==> config.mk <==
export PLATFORM = sky130hd
export DESIGN_NAME = regex_cpu_memory_arbiter
export DESIGN_NICKNAME = d
export VERILOG_FILES = /design/src/rtl/regex_cpu_memory_arbiter_pkg.sv /design/src/rtl/regex_cpu_memory_arbiter_rr_priority_picker.sv /design/src/rtl/regex_cpu_memory_arbiter.sv
export SDC_FILE = /design/constraint.sdc
export NUM_CORES = 1
export LEC_CHECK = 0
export CAP_MARGIN = 5
export CORE_ASPECT_RATIO = 0.9
export CORE_MARGIN = 5
export CORE_UTILIZATION = 48
export CTS_BUF_LIST = sky130_fd_sc_hd__clkbuf_8
export DETAILED_ROUTE_END_ITERATION = 10
export PLACE_DENSITY = 0.82
export SLEW_MARGIN = 40
export SYNTH_ARGS = -nofsm -noshare
export SYNTH_HDL_FRONTEND = slang
export SYNTH_HIERARCHICAL = 1
export SYNTH_SLANG_ARGS = --single-unit
==> constraint.sdc <==
create_clock -name clk -period 3.9 [get_ports clk]
set_input_delay 0.39 -clock clk [delete_from_list [all_inputs] [get_ports clk]]
set_output_delay 0.39 -clock clk [all_outputs]
set_load 0.05 [all_outputs]
==> src/rtl/regex_cpu_memory_arbiter_pkg.sv <==
// rtl/regex_cpu_memory_arbiter_pkg.sv - shared constants for the regex_cpu instruction-memory arbiter
package regex_cpu_memory_arbiter_pkg;

   localparam int unsigned DEFAULT_N_CPU             = 4;
   localparam int unsigned DEFAULT_MEMORY_WIDTH      = 16;
   localparam int unsigned DEFAULT_MEMORY_ADDR_WIDTH = 11;
   localparam int unsigned CPU_ID_WIDTH              = $clog2(DEFAULT_N_CPU);

   // Index width for an N-entry pool; never below 1 so a bus always exists.
   function automatic int unsigned id_width(input int unsigned n);
      return (n < 2) ? 1 : $clog2(n);
   endfunction

endpackage

==> src/rtl/regex_cpu_memory_arbiter_rr_priority_picker.sv <==
// rtl/regex_cpu_memory_arbiter_rr_priority_picker.sv - combinational round-robin first-requester picker
module rr_priority_picker
   import regex_cpu_memory_arbiter_pkg::*;
#(
   parameter int N = 4,
   localparam int W = id_width(N)
) (
   input  logic [N-1:0] req,
   input  logic [W-1:0] ptr,
   output logic [N-1:0] grant,
   output logic [W-1:0] winner,
   output logic         any
);

   // idx[k] is the k-th candidate in scan order starting at ptr.
   logic [W-1:0] idx [N];

   for (genvar g = 0; g < N; g++) begin : g_scan
      assign idx[g] = W'((32'(ptr) + g) % N);
   end

   always_comb begin
      grant  = '0;
      winner = '0;
      any    = 1'b0;
      for (int k = 0; k < N; k++) begin
         if (!any && req[idx[k]]) begin
            any             = 1'b1;
            winner          = idx[k];
            grant[idx[k]]   = 1'b1;
         end
      end
   end

endmodule

==> src/rtl/regex_cpu_memory_arbiter.sv <==
// rtl/regex_cpu_memory_arbiter.sv - shares one instruction BRAM among N_CPU regex_cpu fetch ports
module regex_cpu_memory_arbiter
   import regex_cpu_memory_arbiter_pkg::*;
#(
   parameter int N_CPU             = DEFAULT_N_CPU,
   parameter int MEMORY_WIDTH      = DEFAULT_MEMORY_WIDTH,
   parameter int MEMORY_ADDR_WIDTH = DEFAULT_MEMORY_ADDR_WIDTH,
   parameter int COALESCE          = 1
) (
   input  logic                                 clk,
   input  logic                                 rst,
   input  logic [N_CPU-1:0]                     cpu_memory_valid,
   input  logic [N_CPU*MEMORY_ADDR_WIDTH-1:0]   cpu_memory_addr,
   output logic [N_CPU-1:0]                     cpu_memory_ready,
   output logic [MEMORY_WIDTH-1:0]              cpu_memory_data,
   output logic                                 bram_en,
   output logic [MEMORY_ADDR_WIDTH-1:0]         bram_addr,
   input  logic [MEMORY_WIDTH-1:0]              bram_data
);

   localparam int IW = id_width(N_CPU);
   localparam int AW = MEMORY_ADDR_WIDTH;

   logic [IW-1:0]    ptr;
   logic [IW-1:0]    winner;
   logic [IW-1:0]    ptr_next;
   logic [N_CPU-1:0] pick;
   logic             any;
   logic             grant_ok;
   logic [AW-1:0]    win_addr;
   logic [AW-1:0]    addr_q;
   logic [AW-1:0]    addr [N_CPU];

   for (genvar g = 0; g < N_CPU; g++) begin : g_addr
      assign addr[g] = cpu_memory_addr[g*AW +: AW];
   end

   rr_priority_picker #(.N(N_CPU)) u_picker (
      .req    (cpu_memory_valid),
      .ptr    (ptr),
      .grant  (pick),
      .winner (winner),
      .any    (any)
   );

   // Reset suppresses the grant outright, so no core ever consumes that cycle's read.
   assign grant_ok = any & ~rst;
   assign win_addr = addr[winner];
   assign ptr_next = (winner == IW'(N_CPU - 1)) ? '0 : winner + 1'b1;

   always_comb begin
      cpu_memory_ready = '0;
      if (grant_ok) begin
         for (int i = 0; i < N_CPU; i++) begin
            if (COALESCE != 0)
               cpu_memory_ready[i] = cpu_memory_valid[i] && (addr[i] == win_addr);
            else
               cpu_memory_ready[i] = pick[i];
         end
      end
   end

   assign bram_en         = grant_ok;
   assign bram_addr       = grant_ok ? win_addr : addr_q;
   assign cpu_memory_data = bram_data;

   always_ff @(posedge clk) begin
      if (rst) begin
         ptr    <= '0;
         addr_q <= '0;
      end else if (grant_ok) begin
         ptr    <= ptr_next;
         addr_q <= win_addr;
      end
   end

endmodule

After elaboration in Yosys (flattened, before gate mapping)

Cells that the tools add are included.

Register bits after elaboration: 13
Input bits: 66

$add $sub $neg: 4
Order comparisons: 5
Equal/unequal tests: 5
Mux-type cells: 22
Bitwise logic cells: 3
Reduce and logical (&&, ||, !) cells: 10

Operator list:

| kind                                                | number |
|---|---|
| == test 11 bit                                      | 4 |
| two-way mux 11 bit                                  | 3 |
| binary-select mux 11 bit (select 2 bit)             | 1 |
| < comparator 2 x 3 -> 1 bit (second input constant) | 4 |
| two-way mux 2 bit                                   | 5 |
| binary-select mux 1 bit (select 2 bit)              | 4 |
| two-way mux 1 bit                                   | 8 |
| logical AND 1 bit                                   | 7 |
| adder 2 x 1 -> 2 bit (second input constant)        | 2 |
| adder 2 bit (second input constant)                 | 2 |
| two-way mux 4 bit                                   | 1 |
| >= comparator 3 bit (second input constant)         | 1 |
| logical NOT 1 bit                                   | 3 |
| NOT 2 -> 3 bit                                      | 1 |
| == test 2 bit (second input constant)               | 1 |
| bitwise AND 1 bit                                   | 1 |
| NOT 1 bit                                           | 1 |

Depth between registers and ports, before layout

Gate-level depths: netlist (run 1).

Depth after elaboration: 19
Mapped depth: 15

Modules after synthesis

The synthesis (run 1) kept the hierarchy.

By module, submodules not included:

| module                   | instances | cells each | area each (um2) | sequential area each (um2) |
|---|---|---|---|---|
| regex_cpu_memory_arbiter | 1         | 311        | 2,366.0         | 260.2 |
| rr_priority_picker       | 1         | 45         | 419.2           | 0.0 |

Worst setup path after synthesis (run 1)

No wires, ideal clock.

Path kind: register to output
Start point: register ptr[0]
End point: output cpu_memory_ready[2]
Arrival time: 4.284 ns
Data required time: 3.510 ns
Setup slack: -0.774 ns
Stages on the path, launching flop included: 15
Path buffers: 3
Cell sequence: dfxtp_1 buf_6 inv_1 ha_1 mux4_2 buf_6 nor4b_4 nor2_1 a32o_1 buf_6 mux2i_2 xnor2_1 o2bb2ai_1 a41oi_1 nor4_1

Word-level cells in the longest chain between the ends: 19
Elaborated cells between the ends (all ways): 33
Classes of those cells: 3 x add/sub; 1 x eq/ne; 20 x mux; 2 x bitwise; 7 x reduce/logical

RTL lines:

| item                                                                          | RTL line                                          | text |
|---|---|---|
| from (decl)                                                                   | regex_cpu_memory_arbiter.sv:24                    | `logic [IW-1:0] ptr;` |
| from (signal assigned)                                                        | regex_cpu_memory_arbiter.sv:72                    | `ptr <= ptr_next;` |
| parallel branches: the longest is 11 deep, another holds adder 2 x 1 -> 2 bit | n/a                                               |  |
| two-way mux 2 bit (*)                                                         | regex_cpu_memory_arbiter_rr_priority_picker.sv:27 | `if (!any && req[idx[k]]) begin` |
| via winner[1]                                                                 | regex_cpu_memory_arbiter.sv:25                    | `logic [IW-1:0] winner;` |
| NOT 2 -> 3 bit (implied by the code) (*)                                      | regex_cpu_memory_arbiter.sv:48                    | `assign win_addr = addr[winner];` |
| binary-select mux 11 bit (select 2 bit) (*)                                   | regex_cpu_memory_arbiter.sv:48                    |  |
| two-way mux 11 bit (implied by the code) (*) (2 in a row)                     | regex_cpu_memory_arbiter.sv:48                    |  |
| == test 11 bit (*)                                                            | regex_cpu_memory_arbiter.sv:56                    | `cpu_memory_ready[i] = cpu_memory_valid[i] && (addr[i] == win_addr);` |
| logical AND 1 bit (*)                                                         | regex_cpu_memory_arbiter.sv:56                    |  |
| two-way mux 4 bit (*)                                                         | regex_cpu_memory_arbiter.sv:53                    | `if (grant_ok) begin` |
| to (decl)                                                                     | regex_cpu_memory_arbiter.sv:14                    | `output logic [N_CPU-1:0] cpu_memory_ready,` |

Mark *: on every way through the listed nets, which the timed path passes. The select of a mux whose other input is x is not followed.

Worst setup path in the final report (run 1)

Start point: register ptr[0]
End point: output cpu_memory_ready[1]

The elaborated chain is that of the path after synthesis.

==> summary.txt, run 1 <==
Worst setup path
  – Worst Setup Path Type: flip-flop to output pin
  – Family with the most delay on the worst path: buffers and inverters
  – Crit path buf inv count: 5
  – CP Capture Type: output pin
  – Max stage delay on crit path: 580 ps
  – Worst-path cell with the longest stage delay: mux4_2
  – Worst r2r src: ptr[0]$_SDFFE_PP0P_
  – WP data required: 3510 ps
  – Critical Path AT: roughly 3600 ps
  – CP Max Fanout: 6
  – Worst-path cell chain: buf_6, mux4_2, buf_6, o31ai_4, buf_12, buf_16, mux2i_2, xnor2_1, nor4_2, a41oi_1, nor3_2, clkbuf_16
  – Critical Path Source Type: flip-flop
  – CP most frequent cell: buf_6
  – Crit path launch: ptr[0]$_SDFFE_PP0P_

Synth
  – Syn Inst Count: 340
  – Syn nets: 408
  – Post-Syn Area: approximately 2700 um2
  – YS warnings: 6
  – Avg Cell Area, Syn: around 8 um2

STA
  – Setup slack after layout: -125 ps
  – Least-Margin Pin Slew: between 400 and 500 ps
  – Hold slack: about 470 ps
  – Hold Violations, Final: 0
  – RSZ-0062 raised after global routing: yes
  – Fin crit share: 103%
  – Fin crit period: 4030 ps
  – Endpoints failing setup: 1
  – Max-slew violation count: 0
  – Clock Skews: between 0.7 and 0.8 ps
  – Relative slew slack: 67.2%
  – Achievable Freq: between 200 and 250 MHz

Global route
  – Largest net degree at the start of global routing: 25
  – Total track usage: 25.2%
  – Vias in the first global route: 2744
  – Global-route wire length before repair: between 10000 and 15000 um
  – Initial antenna violation count: 0
  – Gr ovfl total: 0

Route
  – Drt first pass iters: 6
  – Routed WL per cell: between 15 and 20 um
  – Vias after detailed routing: 2976
  – Routed WL: roughly 9700 um
  – Detailed-route DRC error count: 0
  – Vias per cell: 6.10
  – Initial DRC Count: 346
  – Post-route antenna net violation count: 0

Power and ir drop
  – Pwr/cell area: between 900 and 1000 nW/um2
  – P_int: between 2 and 2.5 mW
  – Switching Share: around half
  – Maximum VDD drop: ~0.57 mV
  – Overall Power: between 3 and 4 mW
  – Seq pwr share: ~5.2%
  – Leak Pwr: around 1.6 nW
  – Combinational fraction of design power: ~90%
  – Clock group share of total power: under 10%
  – Net Switching: around 1.9 mW

Place
  – GPL Wtd Cong: 0.945
  – IO Port Bufs: 65
  – Post-detail-place hpwl: around 7000 um
  – Cell Area, Placed: between 3000 and 4000 um2

Worst hold path
  – Min-delay worst type: flip-flop to flip-flop
  – Min-delay src: addr_q[0]$_SDFF_PP0_

Cells and area
  – Nets: 490
  – Final Cell Area: 4050 um2
  – Area Overhead vs Synth: 52.7%
  – Antenna cells: 0
  – Fraction of layout cells with a size suffix above 1: about 30%

Clock tree
  – Worst-case clock buffer depth: 2
  – Clk_lat worst skew: 250 ps
  – Clock slew at reported path FFs: approximately 60 ps
  – CTS tree: yes
  – Number of CTS-inserted buffers: 3
  – Clock sinks: 13
  – Root Driver: clkbuf_8
  – Deepest level of the CTS H-tree: 1

Run
  – Max cap viols: 0

Die
  – Row count: 25
  – Core area: around 5300 um2
  – Die Area: just over 7000 um2
  – Die W: 88.4 um
  – # IOs: 98
  – Initial Utilization: ~50%
  – Die H: 80.6 um

Run status
  – Failing checks: setup timing
  – Run status: complete, but fails checks
==> worst register-to-register path, stage by stage (launching register included) <==
cell	delay, ps
dfxtp_2	340
buf_6	120
mux4_2	580
nor4_2	330
nor2_1	90
a32o_2	270
buf_4	150
mux2_4	330
mux2i_4	180
buf_4	150
buf_4	100
buf_4	90
buf_4	100
o21ai_0	70
buf_4	150
nor2b_1	120
==> power by group through the flow <==
stage / sequential (mW) / clock (mW) / combinational, mW
2_1_floorplan: 0.201 / 0 / 1.80
4_1_cts: 0.200 / 0.123 / 2.96
6_report: 0.202 / 0.121 / 3.54
3_5_place_dp: 0.203 / 0 / 2.80
3_3_place_gp: 0.200 / 0 / 2.77
5_1_grt: 0.207 / 0.134 / 3.70
==> what timing repair did <==
action                                  4_1_cts  5_1_grt
hold endpoints to repair                      0        0
endpoints found under the setup margin        4        6
hold buffers                                  0        0
gates cloned                                  0        3
gates resized for setup                      12       41
setup buffers                                10        8
pin swaps                                     8       17
==> area by class of cell <==
cell class,instances,area [um2]
multi-input cells,271,2310
repair buffers,121,1310
fillers,376,1260
flip-flops and latches,13,263
well taps,67,83.8
inverters,12,45.0
clock buffers,3,41.3
clock inverters,1,3.75
==> worst paths after layout <==
check,endpoint,slack [ps],cells past startpoint
worst max-delay path,cpu_memory_ready[1],-130,12
worst max register to register,addr_q[2]$_SDFF_PP0_,620,15
worst min register to register,addr_q[0]$_SDFF_PP0_,470,2
worst min-delay path,addr_q[0]$_SDFF_PP0_,470,2
==> through the flow <==
step	utilization, %	TNS (ps)	cells	worst slack (ps)
6_report	76.2	-125	488	-125
5_1_grt	76.2	-294	488	-118
4_1_cts	70.0	0	478	22.4
3_5_place_dp	67.2	-845	464	-287
3_3_place_gp	67.2	-728	464	-247
2_1_floorplan	-	-32.5	340	-32.5
==> registers in the layout (all words and copies together), names as in the netlist <==
| register | flops |
|---|---|
| addr_q | 11 |
| ptr | 2 |
==> metal layers <==
layer,GRT usage (%),wire [um],vias to the layer above
li1,-,-,1348
met1,32.3,3850,1381
met2,43.1,4600,201
met3,5.23,933,46
met4,5.89,355,0
met5,0,0,-
==> cell usage in the layout (no fill, tap or decap), types with 9 or more instances in the layout <==
master           instances
mux2i_1                 22
inv_1                    9
xnor2_1                 56
a21oi_1                 18
o21ai_0                 10
buf_4                   49
clkdlybuf4s50_1         45
buf_12                  13
nor2_1                  12
nand2_1                 40
nand3_1                  9
xor2_1                  16
dfxtp_1                 11
Note: power is estimated with default switching activity, not from simulation.
==> run 2, diff against run 1 <==
Clock period 3.9 ns to 4.52 ns, I/O delays scaled along.
==> run 2 against run 1 <==
- the run now ends clean
- clock-buffer cell count unchanged
- first-iteration DRC count decreased by 43%
- sequential share of layout area increased by 0.99 points
- clock power decreased by 19%
- utilization decreased by 11 points
- cell count decreased by 8.2%
- global-route usage decreased by 3.2 points
- design area decreased by 14%
- worst hold slack got worse by 10 ps
- via count decreased by 10%
- non-clock buffer count decreased by 40
- power decreased by 33%
- largest power group unchanged
==> summary.txt, run 2 (synthesis gave the netlist of run 1 again) <==
Die
  – Core area: 5320 um2
  – Initial Utilization: around 50%
  – Row count: 25
  – # IOs: 98
  – Die Area: between 7000 and 8000 um2
  – Die H: 80.6 um
  – Die W: a little under 90 um

Clock tree
  – Clock slew at reported path FFs: approximately 50 ps
  – Clock sinks: 13
  – Root Driver: clkbuf_8
  – Deepest level of the CTS H-tree: 1
  – CTS tree: yes
  – Number of CTS-inserted buffers: 3
  – Hold_buf cts: 0
  – Worst-case clock buffer depth: 2
  – Clk_lat worst skew: approximately 240 ps

Worst setup path
  – Critical Path Source Type: primary input
  – CP Capture Type: output pin
  – WP data required: 4070 ps
  – Critical Path AT: between 3000 and 4000 ps
  – Crit path launch: cpu_memory_valid[2]
  – Worst r2r src: ptr[1]$_SDFFE_PP0P_
  – CP Max Fanout: 9
  – Worst Setup Path Type: primary input to output pin
  – Reg2Reg Depth: 12

Place
  – Cell Area, Placed: approximately 3400 um2
  – Post-detail-place hpwl: approximately 6500 um
  – GPL Wtd Cong: approximately 0.97
  – IO Port Bufs: 65

STA
  – Fin crit share: 95.5%
  – Least-Margin Pin Slew: 510 ps
  – RSZ-0062 raised after global routing: no
  – Endpoints failing setup: 0
  – TNS Setup: 0 ps
  – Clock Skews: approximately 2.6 ps
  – Fin crit period: 4320 ps
  – Achievable Freq: roughly 230 MHz
  – Max-slew violation count: 0
  – Relative slew slack: between 60% and 70%
  – Hold Violations, Final: 0

Global route
  – Initial antenna violation count: 0
  – Total track usage: 22.1%
  – Global-route wire length before repair: approximately 13000 um
  – Vias in the first global route: approximately 2500
  – Gr ovfl total: 0
  – Largest net degree at the start of global routing: 18

Run status
  – Run status: complete, no violations

Route
  – Post-route antenna net violation count: 0
  – Routed WL: 8030 um
  – Drt first pass iters: 5
  – Vias per cell: just under 6
  – Met2 WL: roughly 3800 um
  – Vias after detailed routing: about 2700
  – Wl on met1: roughly 3400 um
  – Routed WL per cell: 17.9 um
  – Initial DRC Count: ~200
  – Top layer used by detailed routing: met4
  – Detailed-route DRC error count: 0
  – Met3 wire length: 635 um

Cells and area
  – Commonest non-fill, non-tap cell in the layout: xnor2_1
  – Final Cell Area: about 3500 um2
  – Nets: 450
  – Area Overhead vs Synth: 31.2%
  – Regs by FF count: addr_q (11), ptr (2)
  – Fraction of layout cells with a size suffix above 1: ~15%
  – Largest reg by FF count: addr_q
  – Antenna cells: 0
  – Most frequent cells in the layout: xnor2_1 (58), clkdlybuf4s50_1 (50), nand2_1 (40)
  – Max reg flops: 11

Power and ir drop
  – Seq pwr share: around 7.0%
  – Pwr/cell area: around 740 nW/um2
  – Leak Pwr: roughly 1.3 nW
  – P_int: roughly 1.3 mW
  – Clock group share of total power: 3.8%
  – Combinational fraction of design power: slightly below 90%
  – Switching Share: 50.8%
  – Maximum VDD drop: about 0.57 mV
  – Overall Power: roughly 2.6 mW
  – Net Switching: roughly 1.3 mW

Worst hold path
  – Hold Path Depth: 2
  – Min-delay worst type: flip-flop to flip-flop
  – Min-delay src: addr_q[10]$_SDFF_PP0_

Run
  – Max cap viols: 0
[run 2: worst paths after layout]
check | endpoint | slack (ps)
setup reg to reg | addr_q[5]$_SDFF_PP0_ | 1210
hold / removal | addr_q[10]$_SDFF_PP0_ | 460
hold reg to reg | addr_q[10]$_SDFF_PP0_ | 460
setup / recovery | cpu_memory_ready[1] | 200
[run 2: per-layer routing]
metal | up-vias | global-route usage [%]
met5 | - | 0
met1 | 1249 | 30.3
met4 | 0 | 4.38
li1 | 1260 | -
met3 | 16 | 3.38
met2 | 143 | 36.4
[run 2: layout make-up]
class | instances | area (um2)
tap | 67 | 83.8
timing repair buffer | 81 | 933
fill | 470 | 1830
sequential | 13 | 260
clock inverter | 1 | 3.75
multi-input combinational | 271 | 2120
clock buffer | 3 | 41.3
inverter | 12 | 45.0
[run 2: metrics by stage]
stage | setup slack, ps | util (%) | cells | hold WS [ps]
2_1_floorplan | 205 | - | 340 | 444
5_1_grt | 31.2 | 65.5 | 448 | 496
3_3_place_gp | 60.3 | 63.3 | 438 | 451
6_report | 202 | 65.5 | 448 | 460
3_5_place_dp | 30.9 | 63.3 | 438 | 456
4_1_cts | 9.29 | 64.1 | 442 | 463
[run 2: repair_timing]
item | 4_1_cts | 5_1_grt
endpoints found under the setup margin | 0 | 4
resized for setup | 0 | 5
setup buffers | 0 | 6
endpoints found under the hold margin | 0 | 0
[run 2: power groups by stage]
stage | clock network [mW] | registers [mW] | logic (mW)
global placement | 0 | 0.181 | 2.14
floorplan | 0 | 0.173 | 1.54
global route | 0.106 | 0.184 | 2.44
detailed placement | 0 | 0.183 | 2.15
CTS | 0.0990 | 0.180 | 2.16
finish | 0.0981 | 0.181 | 2.29
[run 2: worst max-delay path: stages]
cell,delay [ps]
clkdlybuf4s50_1,520
mux4_1,640
and2b_2,240
o21ai_1,190
o31ai_4,120
buf_12,160
buf_4,140
buf_4,160
mux2i_1,130
xnor2_1,190
nor4_1,340
a41oi_1,210
nor3_2,210
buf_12,170
==> run 3, diff against run 2 <==
Settings changed: ABC_CLOCK_PERIOD_IN_PS from default to 4520, CTS_CLUSTER_SIZE from default to 10.
==> results of run 3 <==
The final DEF is identical to that of run 2; final timing and power are the same.
